[src/rtl/fpga9685_pkg.sv]
// rtl/fpga9685_pkg.sv - register map, channel config type and byte helpers for pwm_engine
package fpga9685_pkg;

    localparam logic [7:0] MODE1          = 8'h00;
    localparam logic [7:0] LED0_ON_L      = 8'h06;
    localparam logic [7:0] ALL_LED_ON_L   = 8'hFA;
    localparam logic [7:0] PRE_SCALE      = 8'hFE;
    localparam int         LED_STRIDE     = 4;
    localparam int         SLEEP_BIT      = 4;
    localparam logic [7:0] PRESCALE_MIN   = 8'd3;
    localparam logic [7:0] MODE1_RESET    = 8'h10;

    typedef struct packed {
        logic [11:0] on;
        logic [11:0] off;
        logic        full_on;
        logic        full_off;
    } pwm_chan_cfg_t;

    localparam pwm_chan_cfg_t CHAN_CFG_RESET = '{on: 12'd0, off: 12'd0, full_on: 1'b0, full_off: 1'b1};

    typedef enum logic [1:0] {
        SEL_ON_L  = 2'd0,
        SEL_ON_H  = 2'd1,
        SEL_OFF_L = 2'd2,
        SEL_OFF_H = 2'd3
    } led_byte_e;

    function automatic logic [7:0] cfg_byte(pwm_chan_cfg_t cfg, led_byte_e sel);
        case (sel)
            SEL_ON_L:  return cfg.on[7:0];
            SEL_ON_H:  return {3'b000, cfg.full_on, cfg.on[11:8]};
            SEL_OFF_L: return cfg.off[7:0];
            default:   return {3'b000, cfg.full_off, cfg.off[11:8]};
        endcase
    endfunction

    function automatic pwm_chan_cfg_t cfg_write(pwm_chan_cfg_t cfg, led_byte_e sel, logic [7:0] data);
        pwm_chan_cfg_t r;
        r = cfg;
        case (sel)
            SEL_ON_L:  r.on[7:0] = data;
            SEL_ON_H:  begin r.on[11:8] = data[3:0]; r.full_on = data[4]; end
            SEL_OFF_L: r.off[7:0] = data;
            default:   begin r.off[11:8] = data[3:0]; r.full_off = data[4]; end
        endcase
        return r;
    endfunction

endpackage

[src/rtl/pwm_engine_if.sv]
// rtl/pwm_engine_if.sv - byte register write/read bus between the I2C target and pwm_engine
interface pwm_engine_if;
    logic       wr_en_i;
    logic [7:0] wr_addr_i;
    logic [7:0] wr_data_i;
    logic [7:0] rd_addr_i;
    logic [7:0] rd_data_o;

    modport master (output wr_en_i, wr_addr_i, wr_data_i, rd_addr_i, input rd_data_o);
    modport slave  (input wr_en_i, wr_addr_i, wr_data_i, rd_addr_i, output rd_data_o);
endinterface

[src/rtl/pwm_channel.sv]
// rtl/pwm_channel.sv - one PWM channel: staging/active config, compare, registered output (PWM_SHADOW_EN)
module pwm_channel
    import fpga9685_pkg::*;
(
    input  logic          clk_i,
    input  logic          rst_ni,
    input  logic          wr_en_i,
    input  logic [1:0]    wr_sel_i,
    input  logic [7:0]    wr_data_i,
    input  logic          load_i,
    input  logic          force_off_i,
    input  logic [11:0]   cnt_i,
    output pwm_chan_cfg_t stg_cfg_o,
    output logic          pwm_o
);

    pwm_chan_cfg_t stg_cfg;
    pwm_chan_cfg_t act_cfg;
    logic          level;

    always_ff @(posedge clk_i or negedge rst_ni) begin
        if (!rst_ni) begin
            stg_cfg <= CHAN_CFG_RESET;
        end else if (wr_en_i) begin
            stg_cfg <= cfg_write(stg_cfg, led_byte_e'(wr_sel_i), wr_data_i);
        end
    end

`ifdef PWM_SHADOW_EN
    // A write on the wrap edge lands in staging only; the load sees the old value.
    always_ff @(posedge clk_i or negedge rst_ni) begin
        if (!rst_ni) begin
            act_cfg <= CHAN_CFG_RESET;
        end else if (load_i) begin
            act_cfg <= stg_cfg;
        end
    end
`else
    logic unused_load;
    assign unused_load = load_i;
    assign act_cfg     = stg_cfg;
`endif

    always_comb begin
        level = 1'b0;
        if (act_cfg.full_off) begin
            level = 1'b0;
        end else if (act_cfg.full_on) begin
            level = 1'b1;
        end else if (act_cfg.on == act_cfg.off) begin
            level = 1'b0;
        end else if (act_cfg.on < act_cfg.off) begin
            level = (cnt_i >= act_cfg.on) && (cnt_i < act_cfg.off);
        end else begin
            level = (cnt_i >= act_cfg.on) || (cnt_i < act_cfg.off);
        end
    end

    always_ff @(posedge clk_i or negedge rst_ni) begin
        if (!rst_ni) begin
            pwm_o <= 1'b0;
        end else begin
            pwm_o <= force_off_i ? 1'b0 : level;
        end
    end

    assign stg_cfg_o = stg_cfg;

endmodule

[src/rtl/pwm_engine.sv]
// rtl/pwm_engine.sv - multi-channel 12-bit PWM with prescaled phase counter (PWM_SHADOW_EN double-buffers)
module pwm_engine
    import fpga9685_pkg::*;
#(
    parameter int         CHANNELS       = 16,
    parameter logic [7:0] PRESCALE_RESET = 8'd30
) (
    input  logic                clk_i,
    input  logic                rst_ni,
    pwm_engine_if.slave         bus,
    output logic [CHANNELS-1:0] pwm_o,
    output logic                period_start_o
);

    localparam logic [7:0] LED_LAST     = 8'(int'(LED0_ON_L) + CHANNELS * LED_STRIDE - 1);
    localparam logic [7:0] ALL_LED_LAST = ALL_LED_ON_L + 8'd3;

    logic [7:0]    mode1;
    logic [7:0]    prescale_stg;
    logic [7:0]    prescale_act;
    logic [7:0]    divider;
    logic [11:0]   cnt;
    logic          sleep;
    logic          tick;
    logic          wrap;
    logic [7:0]    wr_off;
    logic [1:0]    all_sel;
    logic          led_wr_hit;
    logic          all_wr_hit;
    logic [7:0]    rd_off;
    logic          rd_led_hit;
    logic [7:0]    rd_mux;
    pwm_chan_cfg_t stg_cfg [CHANNELS];

    assign sleep = mode1[SLEEP_BIT];
    // >= rather than == keeps the divider bounded if PRE_SCALE drops below it
    assign tick  = !sleep && (divider >= prescale_act);
    assign wrap  = tick && (cnt == 12'hFFF);

    assign wr_off     = bus.wr_addr_i - LED0_ON_L;
    assign all_sel    = bus.wr_addr_i[1:0] - ALL_LED_ON_L[1:0];
    assign led_wr_hit = (bus.wr_addr_i >= LED0_ON_L) && (bus.wr_addr_i <= LED_LAST);
    assign all_wr_hit = (bus.wr_addr_i >= ALL_LED_ON_L) && (bus.wr_addr_i <= ALL_LED_LAST);

    for (genvar n = 0; n < CHANNELS; n++) begin : g_chan
        logic ch_wr;
        assign ch_wr = bus.wr_en_i && (all_wr_hit || (led_wr_hit && (wr_off[7:2] == 6'(n))));

        pwm_channel u_chan (
            .clk_i       (clk_i),
            .rst_ni      (rst_ni),
            .wr_en_i     (ch_wr),
            .wr_sel_i    (all_wr_hit ? all_sel : wr_off[1:0]),
            .wr_data_i   (bus.wr_data_i),
            .load_i      (wrap || sleep),
            .force_off_i (sleep),
            .cnt_i       (cnt),
            .stg_cfg_o   (stg_cfg[n]),
            .pwm_o       (pwm_o[n])
        );
    end

    always_ff @(posedge clk_i or negedge rst_ni) begin
        if (!rst_ni) begin
            mode1        <= MODE1_RESET;
            prescale_stg <= PRESCALE_RESET;
        end else if (bus.wr_en_i) begin
            if (bus.wr_addr_i == MODE1) begin
                mode1 <= bus.wr_data_i;
            end
            if (bus.wr_addr_i == PRE_SCALE) begin
                prescale_stg <= (bus.wr_data_i < PRESCALE_MIN) ? PRESCALE_MIN : bus.wr_data_i;
            end
        end
    end

`ifdef PWM_SHADOW_EN
    always_ff @(posedge clk_i or negedge rst_ni) begin
        if (!rst_ni) begin
            prescale_act <= PRESCALE_RESET;
        end else if (wrap || sleep) begin
            prescale_act <= prescale_stg;
        end
    end
`else
    assign prescale_act = prescale_stg;
`endif

    always_ff @(posedge clk_i or negedge rst_ni) begin
        if (!rst_ni) begin
            divider        <= 8'd0;
            cnt            <= 12'd0;
            period_start_o <= 1'b0;
        end else begin
            period_start_o <= wrap;
            if (sleep) begin
                divider <= 8'd0;
                cnt     <= 12'd0;
            end else if (tick) begin
                divider <= 8'd0;
                cnt     <= cnt + 12'd1;
            end else begin
                divider <= divider + 8'd1;
            end
        end
    end

    assign rd_off     = bus.rd_addr_i - LED0_ON_L;
    assign rd_led_hit = (bus.rd_addr_i >= LED0_ON_L) && (bus.rd_addr_i <= LED_LAST);

    always_comb begin
        rd_mux = 8'h00;
        if (bus.rd_addr_i == MODE1) begin
            rd_mux = mode1;
        end else if (bus.rd_addr_i == PRE_SCALE) begin
            rd_mux = prescale_stg;
        end else if (rd_led_hit) begin
            for (int n = 0; n < CHANNELS; n++) begin
                if (rd_off[7:2] == 6'(n)) begin
                    rd_mux = cfg_byte(stg_cfg[n], led_byte_e'(rd_off[1:0]));
                end
            end
        end
    end

    always_ff @(posedge clk_i or negedge rst_ni) begin
        if (!rst_ni) begin
            bus.rd_data_o <= 8'h00;
        end else begin
            bus.rd_data_o <= rd_mux;
        end
    end

endmodule

[src/flat_wrapper.sv]
// flat-port wrapper written by rule: the top's interface ports become plain ports
module pwm_engine_flat import fpga9685_pkg::*;
#(
    parameter int         CHANNELS       = 16,
    parameter logic [7:0] PRESCALE_RESET = 8'd30
)
  (clk_i, rst_ni, pwm_o, period_start_o, bus_wr_en_i, bus_wr_addr_i, bus_wr_data_i, bus_rd_addr_i, bus_rd_data_o);
  pwm_engine_if bus_i ();
  input  logic clk_i;
  input  logic rst_ni;
  output logic [CHANNELS-1:0] pwm_o;
  output logic period_start_o;
  input wire logic [$bits(bus_i.wr_en_i)-1:0] bus_wr_en_i;
  input wire logic [$bits(bus_i.wr_addr_i)-1:0] bus_wr_addr_i;
  input wire logic [$bits(bus_i.wr_data_i)-1:0] bus_wr_data_i;
  input wire logic [$bits(bus_i.rd_addr_i)-1:0] bus_rd_addr_i;
  output wire logic [$bits(bus_i.rd_data_o)-1:0] bus_rd_data_o;
  assign bus_i.wr_en_i = bus_wr_en_i;
  assign bus_i.wr_addr_i = bus_wr_addr_i;
  assign bus_i.wr_data_i = bus_wr_data_i;
  assign bus_i.rd_addr_i = bus_rd_addr_i;
  assign bus_rd_data_o = bus_i.rd_data_o;
  pwm_engine #(.CHANNELS(CHANNELS), .PRESCALE_RESET(PRESCALE_RESET)) u_core (.clk_i(clk_i), .rst_ni(rst_ni), .bus(bus_i), .pwm_o(pwm_o), .period_start_o(period_start_o));
endmodule
[config.mk]
export PLATFORM = sky130hd
export DESIGN_NAME = pwm_engine_flat
export DESIGN_NICKNAME = d
export VERILOG_FILES = /design/src/rtl/fpga9685_pkg.sv /design/src/rtl/pwm_engine_if.sv /design/src/rtl/pwm_channel.sv /design/src/rtl/pwm_engine.sv /design/src/flat_wrapper.sv
export SDC_FILE = /design/constraint.sdc
export NUM_CORES = 2
export LEC_CHECK = 0
export ABC_AREA = 1
export BUFFER_PORTS_ARGS = -buffer_cell sky130_fd_sc_hd__buf_2
export CAP_MARGIN = 20
export CORE_ASPECT_RATIO = 1.1
export CORE_MARGIN = 2
export CORE_UTILIZATION = 60
export CTS_CLUSTER_DIAMETER = 60
export DETAILED_ROUTE_END_ITERATION = 10
export GPL_TIMING_DRIVEN = 0
export PLACE_DENSITY = 0.76
export SYNTH_ARGS = -nofsm -noshare
export SYNTH_HDL_FRONTEND = slang
export SYNTH_SLANG_ARGS = --single-unit
[constraint.sdc]
create_clock -name clk_i -period 3.27 [get_ports clk_i]
set_input_delay 0.1635 -clock clk_i [delete_from_list [all_inputs] [get_ports clk_i]]
set_output_delay 0.1635 -clock clk_i [all_outputs]
set_load 0.02 [all_outputs]
Word-level counts from Yosys, hierarchy flattened --
Cells that the tools add are included.
Word-level totals: register bits after elaboration 477, input port bits 27
Cells by class: add/sub/neg operators 5, order comparisons 56, eq/ne operators 53, mux-type cells 121, bitwise operators 1, reduce and logical (&&, ||, !) cells 160
Operators with widths (count):
- 12-bit less-than comparator | 32
- 8-bit case mux with 3 select lines | 16
- 12-bit equality test | 16
- 12-bit greater-or-equal comparator | 16
- 8-bit two-way mux | 22
- 2-bit AND reduction | 66
- 6-bit by 4-bit equality test with 1-bit output (second input constant) | 16
- 1-bit two-way mux | 80
- 1-bit logical AND | 53
- 6-bit by 3-bit equality test with 1-bit output (second input constant) | 8
- 1-bit logical OR | 32
- 6-bit by 2-bit equality test with 1-bit output (second input constant) | 4
- 12-bit two-way mux | 2
- 8-bit equality test (second input constant) | 2
- 8-bit by 3-bit greater-or-equal comparator with 1-bit output (second input constant) | 2
- 8-bit by 7-bit less-or-equal comparator with 1-bit output (second input constant) | 2
- 8-bit logical NOT | 2
- 8-bit by 3-bit subtractor with 8-bit output (second input constant) | 2
- 12-bit by 1-bit adder with 12-bit output (second input constant) | 1
- 12-bit equality test (second input constant) | 1
- 6-bit by 1-bit equality test with 1-bit output (second input constant) | 2
- 6-bit logical NOT | 2
- 8-bit by 1-bit adder with 8-bit output (second input constant) | 1
- 8-bit greater-or-equal comparator | 1
- 12 further kinds | 15

Depth between registers and ports, before layout --
word-level depth 22, gate-level depth with buffers 28, depth with buffers taken out 28

Modules after synthesis --
Synthesis repeated with hierarchy kept, for this count alone.
Second synthesis, totals: cell total of the unflattened synthesis 5191, area, all modules 37701.2 µm²
By module, submodules not included:
- pwm_channel at u_core.g_chan[0].u_chan ... | instances 15, cells each 256, area an instance 1969.4 µm², seq. area each 676.9 µm²
- pwm_engine | instances 1, cells each 1101, area an instance 6248.5 µm², seq. area each 1132.3 µm²
- pwm_channel at u_core.g_chan[6].u_chan | instances 1, cells each 250, area an instance 1911.8 µm², seq. area each 676.9 µm²

Worst setup path before layout --
No wires, ideal clock.
kind flip-flop to flip-flop, start register u_core.cnt[0], end register u_core.g_chan[15].u_chan.pwm_o, library setup time 120 ps, arrival time 2672 ps, path slack 478 ps, cell stages (with the launch flop) 17, path buffers 1, period minus slack after synthesis 2792 ps, cells stage by stage dfrtp_1 > inv_1 > clkbuf_1 > ha_1 > inv_1 > a21boi_0 > o21a_1 > o21a_1 > o21a_1 > o211ai_1 > nand2_1 > nand3_1 > nand2_1 > o21ai_0 > a21oi_1 > o21ai_0 > nor2_1
Between the ends: longest elaborated chain between the ends 7, elaborated cells between the ends (all ways) 9, those cells by class order compare (2); mux (5); reduce/logical (2)
Ends and longest elaborated chain:
- start: declaration | line pwm_engine.sv:22 | logic [11:0] cnt;
- start signal: assignment | line pwm_engine.sv:101 | cnt <= cnt + 12'd1;
- 12-bit greater-or-equal comparator / 12-bit less-than comparator (equally long branches) | line pwm_channel.sv:53, pwm_channel.sv:55
- 1-bit logical OR / 1-bit logical AND (equally long branches) | line pwm_channel.sv:55, pwm_channel.sv:53
- 1-bit two-way mux (*) | line pwm_channel.sv:52 | end else if (act_cfg.on < act_cfg.off) begin
- 1-bit two-way mux (*) | line pwm_channel.sv:50 | end else if (act_cfg.on == act_cfg.off) begin
- 1-bit two-way mux (*) | line pwm_channel.sv:48 | end else if (act_cfg.full_on) begin
- 1-bit two-way mux (*) | line pwm_channel.sv:46 | if (act_cfg.full_off) begin
- 1-bit two-way mux (*) | line pwm_channel.sv:63 | pwm_o <= force_off_i ? 1'b0 : level;
- end signal: assignment | line pwm_channel.sv:63
- end: declaration | line pwm_channel.sv:14 | output logic pwm_o
Every way passes the cells marked *; elsewhere a longest branch is shown, timed or not. A chain may end at the register's enable or synchronous reset.

Worst setup path in the final report --
start input port bus_rd_addr_i[2], end register u_core.bus.rd_data_o[0]
Between the ends: longest elaborated chain between the ends 21, elaborated cells between the ends (all ways) 41, those cells by class add/sub (1); order compare (2); eq/ne (16); mux (19); reduce/logical (3)
Ends and longest elaborated chain:
- start: declaration | line flat_wrapper.sv:16 | input wire logic [$bits(bus_i.rd_addr_i)-1:0] bus_rd_addr_i;
- 8-bit by 3-bit subtractor with 8-bit output | line pwm_engine.sv:108 | assign rd_off = bus.rd_addr_i - LED0_ON_L;
- 6-bit logical NOT | line pwm_engine.sv:119 | if (rd_off[7:2] == 6'(n)) begin
- 8-bit two-way mux (16 in a row) | line pwm_engine.sv:119
- 8-bit two-way mux | line pwm_engine.sv:117 | end else if (rd_led_hit) begin
- 8-bit two-way mux | line pwm_engine.sv:115 | end else if (bus.rd_addr_i == PRE_SCALE) begin
- 8-bit two-way mux (*) | line pwm_engine.sv:113 | if (bus.rd_addr_i == MODE1) begin
- via u_core.rd_mux[0] | line pwm_engine.sv:32 | logic [7:0] rd_mux;
- end signal: assignment | line pwm_engine.sv:130 | bus.rd_data_o <= rd_mux;
- end: declaration | line pwm_engine_if.sv:10 | modport slave (input wr_en_i, wr_addr_i, wr_data_i, rd_addr_i, output rd_data_o);
Mark *: on every way through the listed nets, which the timed path passes. The rest lies on a longest branch.

==> qor.txt <==
SYNTH
------------------------------------------------------------------------------
Syn Inst Count                                                            4307
Proportion of synthesized chip area in sequential cells                  0.347
Summed instance area of the synthesized netlist                      34400 um2
Top-area cell type share of the netlist area                             0.331
Register bit total from synthesis                                          477
Library cell with the highest instance count after synthesis      sky130_fd_sc_hd__nand2_1
Number of synthesized flops with an enable pin                               0
Post-synth net total                                                      4906
Unique masters post-synth                                                   56
Post-synthesis async set-or-reset flop share                              1.00
Area contributors post-synth                                      sky130_fd_sc_hd__dfrtp_1 (33%), sky130_fd_sc_hd__ha_1 (21%), sky130_fd_sc_hd__nand2_1 (9.5%), sky130_fd_sc_hd__o21ai_0 (7.7%), sky130_fd_sc_hd__inv_1 (6.0%)
Cell taking the most area after synthesis                         sky130_fd_sc_hd__dfrtp_1
Mean instance size in the synthesized netlist                         8.00 um2
Count of warnings emitted by yosys                                           0
Post-synth top cells                                              sky130_fd_sc_hd__nand2_1 (870), sky130_fd_sc_hd__ha_1 (572), sky130_fd_sc_hd__inv_1 (554)
Top flip-flop cell by instance count after synthesis              sky130_fd_sc_hd__dfrtp_1

POWER
------------------------------------------------------------------------------
Static leakage                                                         19.5 nW
Internal power component                                               13.6 mW
Logic pwr share                                                          0.334
Pwr/cell area                                                       568 nW/um2
Sequential share of power                                                0.355
Peak supply drop                                                        439 uV
Proportion of total power due to net switching                           0.375
Reported net switching power                                           8.14 mW
Clk network pwr share                                                    0.311

CLOCK NETWORK
------------------------------------------------------------------------------
Maximum buffer depth of the clock tree                                       3
Clock buffer count from CTS                                                 54
Clk sink count                                                             477
CTS tree                                                                   yes
H-tree Lvls                                                                  2
Clk root buf                                                      sky130_fd_sc_hd__clkbuf_16
Clock transition at path regs                                          0.06 ns
Clock latency on the worst-skew pair                                   0.63 ns

SETUP PATH
------------------------------------------------------------------------------
Reg2reg start                                                     u_core.g_chan[0].u_chan.stg_cfg_o[22]$_DFFE_PN0P_
CP Data Arrival Time                                                   3.89 ns
Critical Path Start                                               bus_rd_addr_i[2]
Critical path type                                                   in -> reg
Critical path endpoint category                                           flop
Required time of the worst setup path                                  3.74 ns
Highest fanout seen on the critical path                                    10
Startpoint types                                                  primary input

DRT
------------------------------------------------------------------------------
Final wirelength                                                        124 mm
Vias per cell                                                             6.33
# DRC                                                                        0
Routed vias                                                              33168
Count of nets left with antenna violations after detail routing              0
Starting DRC count in detailed routing                                    4129
WL per Instance                                                        23.6 um
Pre-Repair DR Iteration Count                                                6

FINAL LAYOUT
------------------------------------------------------------------------------
Final non-filler cell total                                               5241
Final cell utilization of the core                                       0.671
NumNets Final                                                             5038
Share of post-route cells with drive strength above 1                   0.0713
Number of fill cells in the layout                                        4828
Area growth from synthesis to final layout                               11.0%
Layout Cell Area excl Fill                                           38200 um2

TIMING
------------------------------------------------------------------------------
Final setup fails                                                            4
Final number of max-transition violations                                    0
Min cycle time layout                                                  3.42 ns
Final Hold Viols                                                             0
Smallest setup slack after layout                                    -0.153 ns
Crit share post-route                                                     1.05
Largest clock skew in the final design                               0.0173 ns
F_max                                                                  292 MHz
Actual transition at the worst max-transition pin                      1.32 ns
Slew headroom                                                            0.121

PLACEMENT
------------------------------------------------------------------------------
Final GP Congestion                                                      0.995
HPWL after detailed placement                                          87.7 mm
Number of placed instances, taps included                                 5124
Quantity of I/O buffers inserted on ports                                   45
Placed standard-cell area                                            36100 um2

FLOORPLANNING
------------------------------------------------------------------------------
Io pins                                                                     52
Initial cell density of the core                                         0.604
Overall die height                                                      255 um
Placeable core region                                                57000 um2
Std-Cell Rows                                                               92
Horiz. Die Dim                                                          232 um
DIE AREA                                                             59300 um2

GLOBAL ROUTE
------------------------------------------------------------------------------
Number of global-route vias before repair                                31231
Overflow left after global routing                                           0
First-pass GRT wire length                                              185 mm
Total global routing track utilization                                   0.418
Maximum number of pins on one net before global-route repair               124
Initial antenna violation count                                              3

MIN PATH
------------------------------------------------------------------------------
Min-Delay Path Class                                               in -> async

STATUS
------------------------------------------------------------------------------
Status                                                            finished with violations
Violations in the final reports                                   negative setup slack

FLOW RUN
------------------------------------------------------------------------------
Max Cap Violations                                                           0

## power by group through the flow
stage	clock network (mW)	registers (mW)	logic (mW)
final	6.75	7.70	7.25
after global routing	7.00	7.78	8.12
after CTS	6.77	7.65	7.03
after detailed placement	0	7.77	6.90
after global placement	0	7.94	6.28
after floorplan	0	7.52	4.58
## placed cells by master, fill, tap and decap left out, drive strengths merged, types with 3 or more instances in the layout
| cell type | instances |
|---|---|
| a2111oi | 4 |
| a211oi | 17 |
| a21boi | 16 |
| a21o | 20 |
| a21oi | 366 |
| a221oi | 5 |
| a31oi | 13 |
| and2 | 9 |
| and3 | 3 |
| buf | 141 |
| bufinv | 8 |
| clkbuf | 160 |
| clkinv | 11 |
| clkinvlp | 5 |
| dfrtp | 456 |
| dfstp | 21 |
| diode | 4 |
| ha | 572 |
| inv | 560 |
| nand2 | 877 |
| nand3 | 94 |
| nand3b | 14 |
| nand4 | 61 |
| nor2 | 228 |
| nor3 | 30 |
| nor4 | 4 |
| o211a | 9 |
| o211ai | 30 |
| o21a | 19 |
| o21ai | 540 |
| o21bai | 12 |
| o221a | 3 |
| o221ai | 49 |
| o22ai | 91 |
| o311ai | 4 |
| o31ai | 10 |
| o32ai | 4 |
| or2 | 5 |
| xor2 | 4 |
## final timing paths
check	slack, ns	endpoint	cells past startpoint
max in group asynchronous	1.72	u_core.cnt[9]$_DFFE_PN0P_	4
min	0.03	u_core.g_chan[10].u_chan.pwm_o$_DFF_PN0_	2
min in group clk_i	0.06	u_core.g_chan[0].u_chan.stg_cfg_o[9]$_DFFE_PN0P_	3
max	-0.15	u_core.bus.rd_data_o[0]$_DFF_PN0_	23
min reg2reg	0.50	u_core.mode1[5]$_DFFE_PN0P_	2
max reg2reg	0.06	u_core.bus.rd_data_o[0]$_DFF_PN0_	18
## repair_timing
action / in CTS / in global routing
gates resized for setup: 8 / 11
buffers inserted: 2 / 4
hold endpoints to repair: 236 / 0
pin swaps: 0 / 2
hold buffers: 2 / 0
setup endpoints to repair: 22 / 12
## critical path, cell delays in order
cell and delay [ns]:
sky130_fd_sc_hd__buf_2 0.15, sky130_fd_sc_hd__ha_1 0.23, sky130_fd_sc_hd__nand2_1 0.08, sky130_fd_sc_hd__inv_1 0.04, sky130_fd_sc_hd__nor2_1 0.32, sky130_fd_sc_hd__nor2_1 0.08
sky130_fd_sc_hd__inv_1 0.44, sky130_fd_sc_hd__nor2_2 0.17, sky130_fd_sc_hd__inv_2 0.10, sky130_fd_sc_hd__buf_6 0.14, sky130_fd_sc_hd__o21ai_0 0.11, sky130_fd_sc_hd__o32ai_2 0.13
sky130_fd_sc_hd__nand2_1 0.19, sky130_fd_sc_hd__o21ai_1 0.30, sky130_fd_sc_hd__nand2_1 0.14, sky130_fd_sc_hd__nand2_1 0.17, sky130_fd_sc_hd__nand2_1 0.10, sky130_fd_sc_hd__nand2_1 0.14
sky130_fd_sc_hd__nand2_1 0.08, sky130_fd_sc_hd__nand2_1 0.17, sky130_fd_sc_hd__nand3_1 0.16, sky130_fd_sc_hd__nand2_1 0.12, sky130_fd_sc_hd__nand3_1 0.15
## state kept, by name (all words and copies together) (netlist names)
name / flops
u_core.period_start_o: 1
u_core.cnt: 12
u_core.prescale_act: 8
u_core.bus.rd_data_o: 8
u_core.g_chan.u_chan.pwm_o: 16
u_core.divider: 8
u_core.mode1: 8
u_core.g_chan.u_chan.stg_cfg_o: 416
## metal layers
layer / GRT usage / share of wire
met3: 0.105 / 0.12
met1: 0.531 / 0.38
met5: 0 / 0
met4: 0.295 / 0.083
met2: 0.623 / 0.42
## cell families (layout without fill, tap and decap cells)
| group | after synthesis | count (layout) | synth area share |
|---|---|---|---|
| compound gates | 1216 | 1216 | 0.200 |
| xor+xnor | 4 | 4 | 0.00102 |
| fa+ha+maj | 572 | 572 | 0.208 |
| buf+inv | 710 | 888 | 0.0841 |
| flops | 477 | 477 | 0.347 |
| other cells | 0 | 4 | 0 |
| simple gates | 1328 | 1328 | 0.160 |
## per-stage QoR
| step | hold slack, ns | TNS (ns) | power [mW] | worst slack (ns) |
|---|---|---|---|---|
| global placement | 0.467 | -3727.91 | 14.2 | -7.96 |
| finish | 0.0332 | -0.336 | 21.7 | -0.153 |
| floorplan | -0.132 | 0 | 12.1 | 0.478 |
| CTS | 0.0355 | 0 | 21.4 | 0.0215 |
| global route | 0.0644 | -0.0251 | 22.9 | -0.0192 |
| detailed placement | 0.0920 | -9.95 | 14.7 | -0.783 |
## final cells by class
class	count	area, um2	share of cell area
multi-input combinational	3120	19600	0.513
sequential	477	12000	0.313
inverter	560	2110	0.0552
clock buffer	78	1610	0.0420
tap	752	941	0.0246
buffer	150	811	0.0212
timing repair buffer	76	802	0.0210
clock inverter	24	349	0.00913
antenna	4	10.0	0.000262
Note: power is estimated with default switching activity, not from simulation.
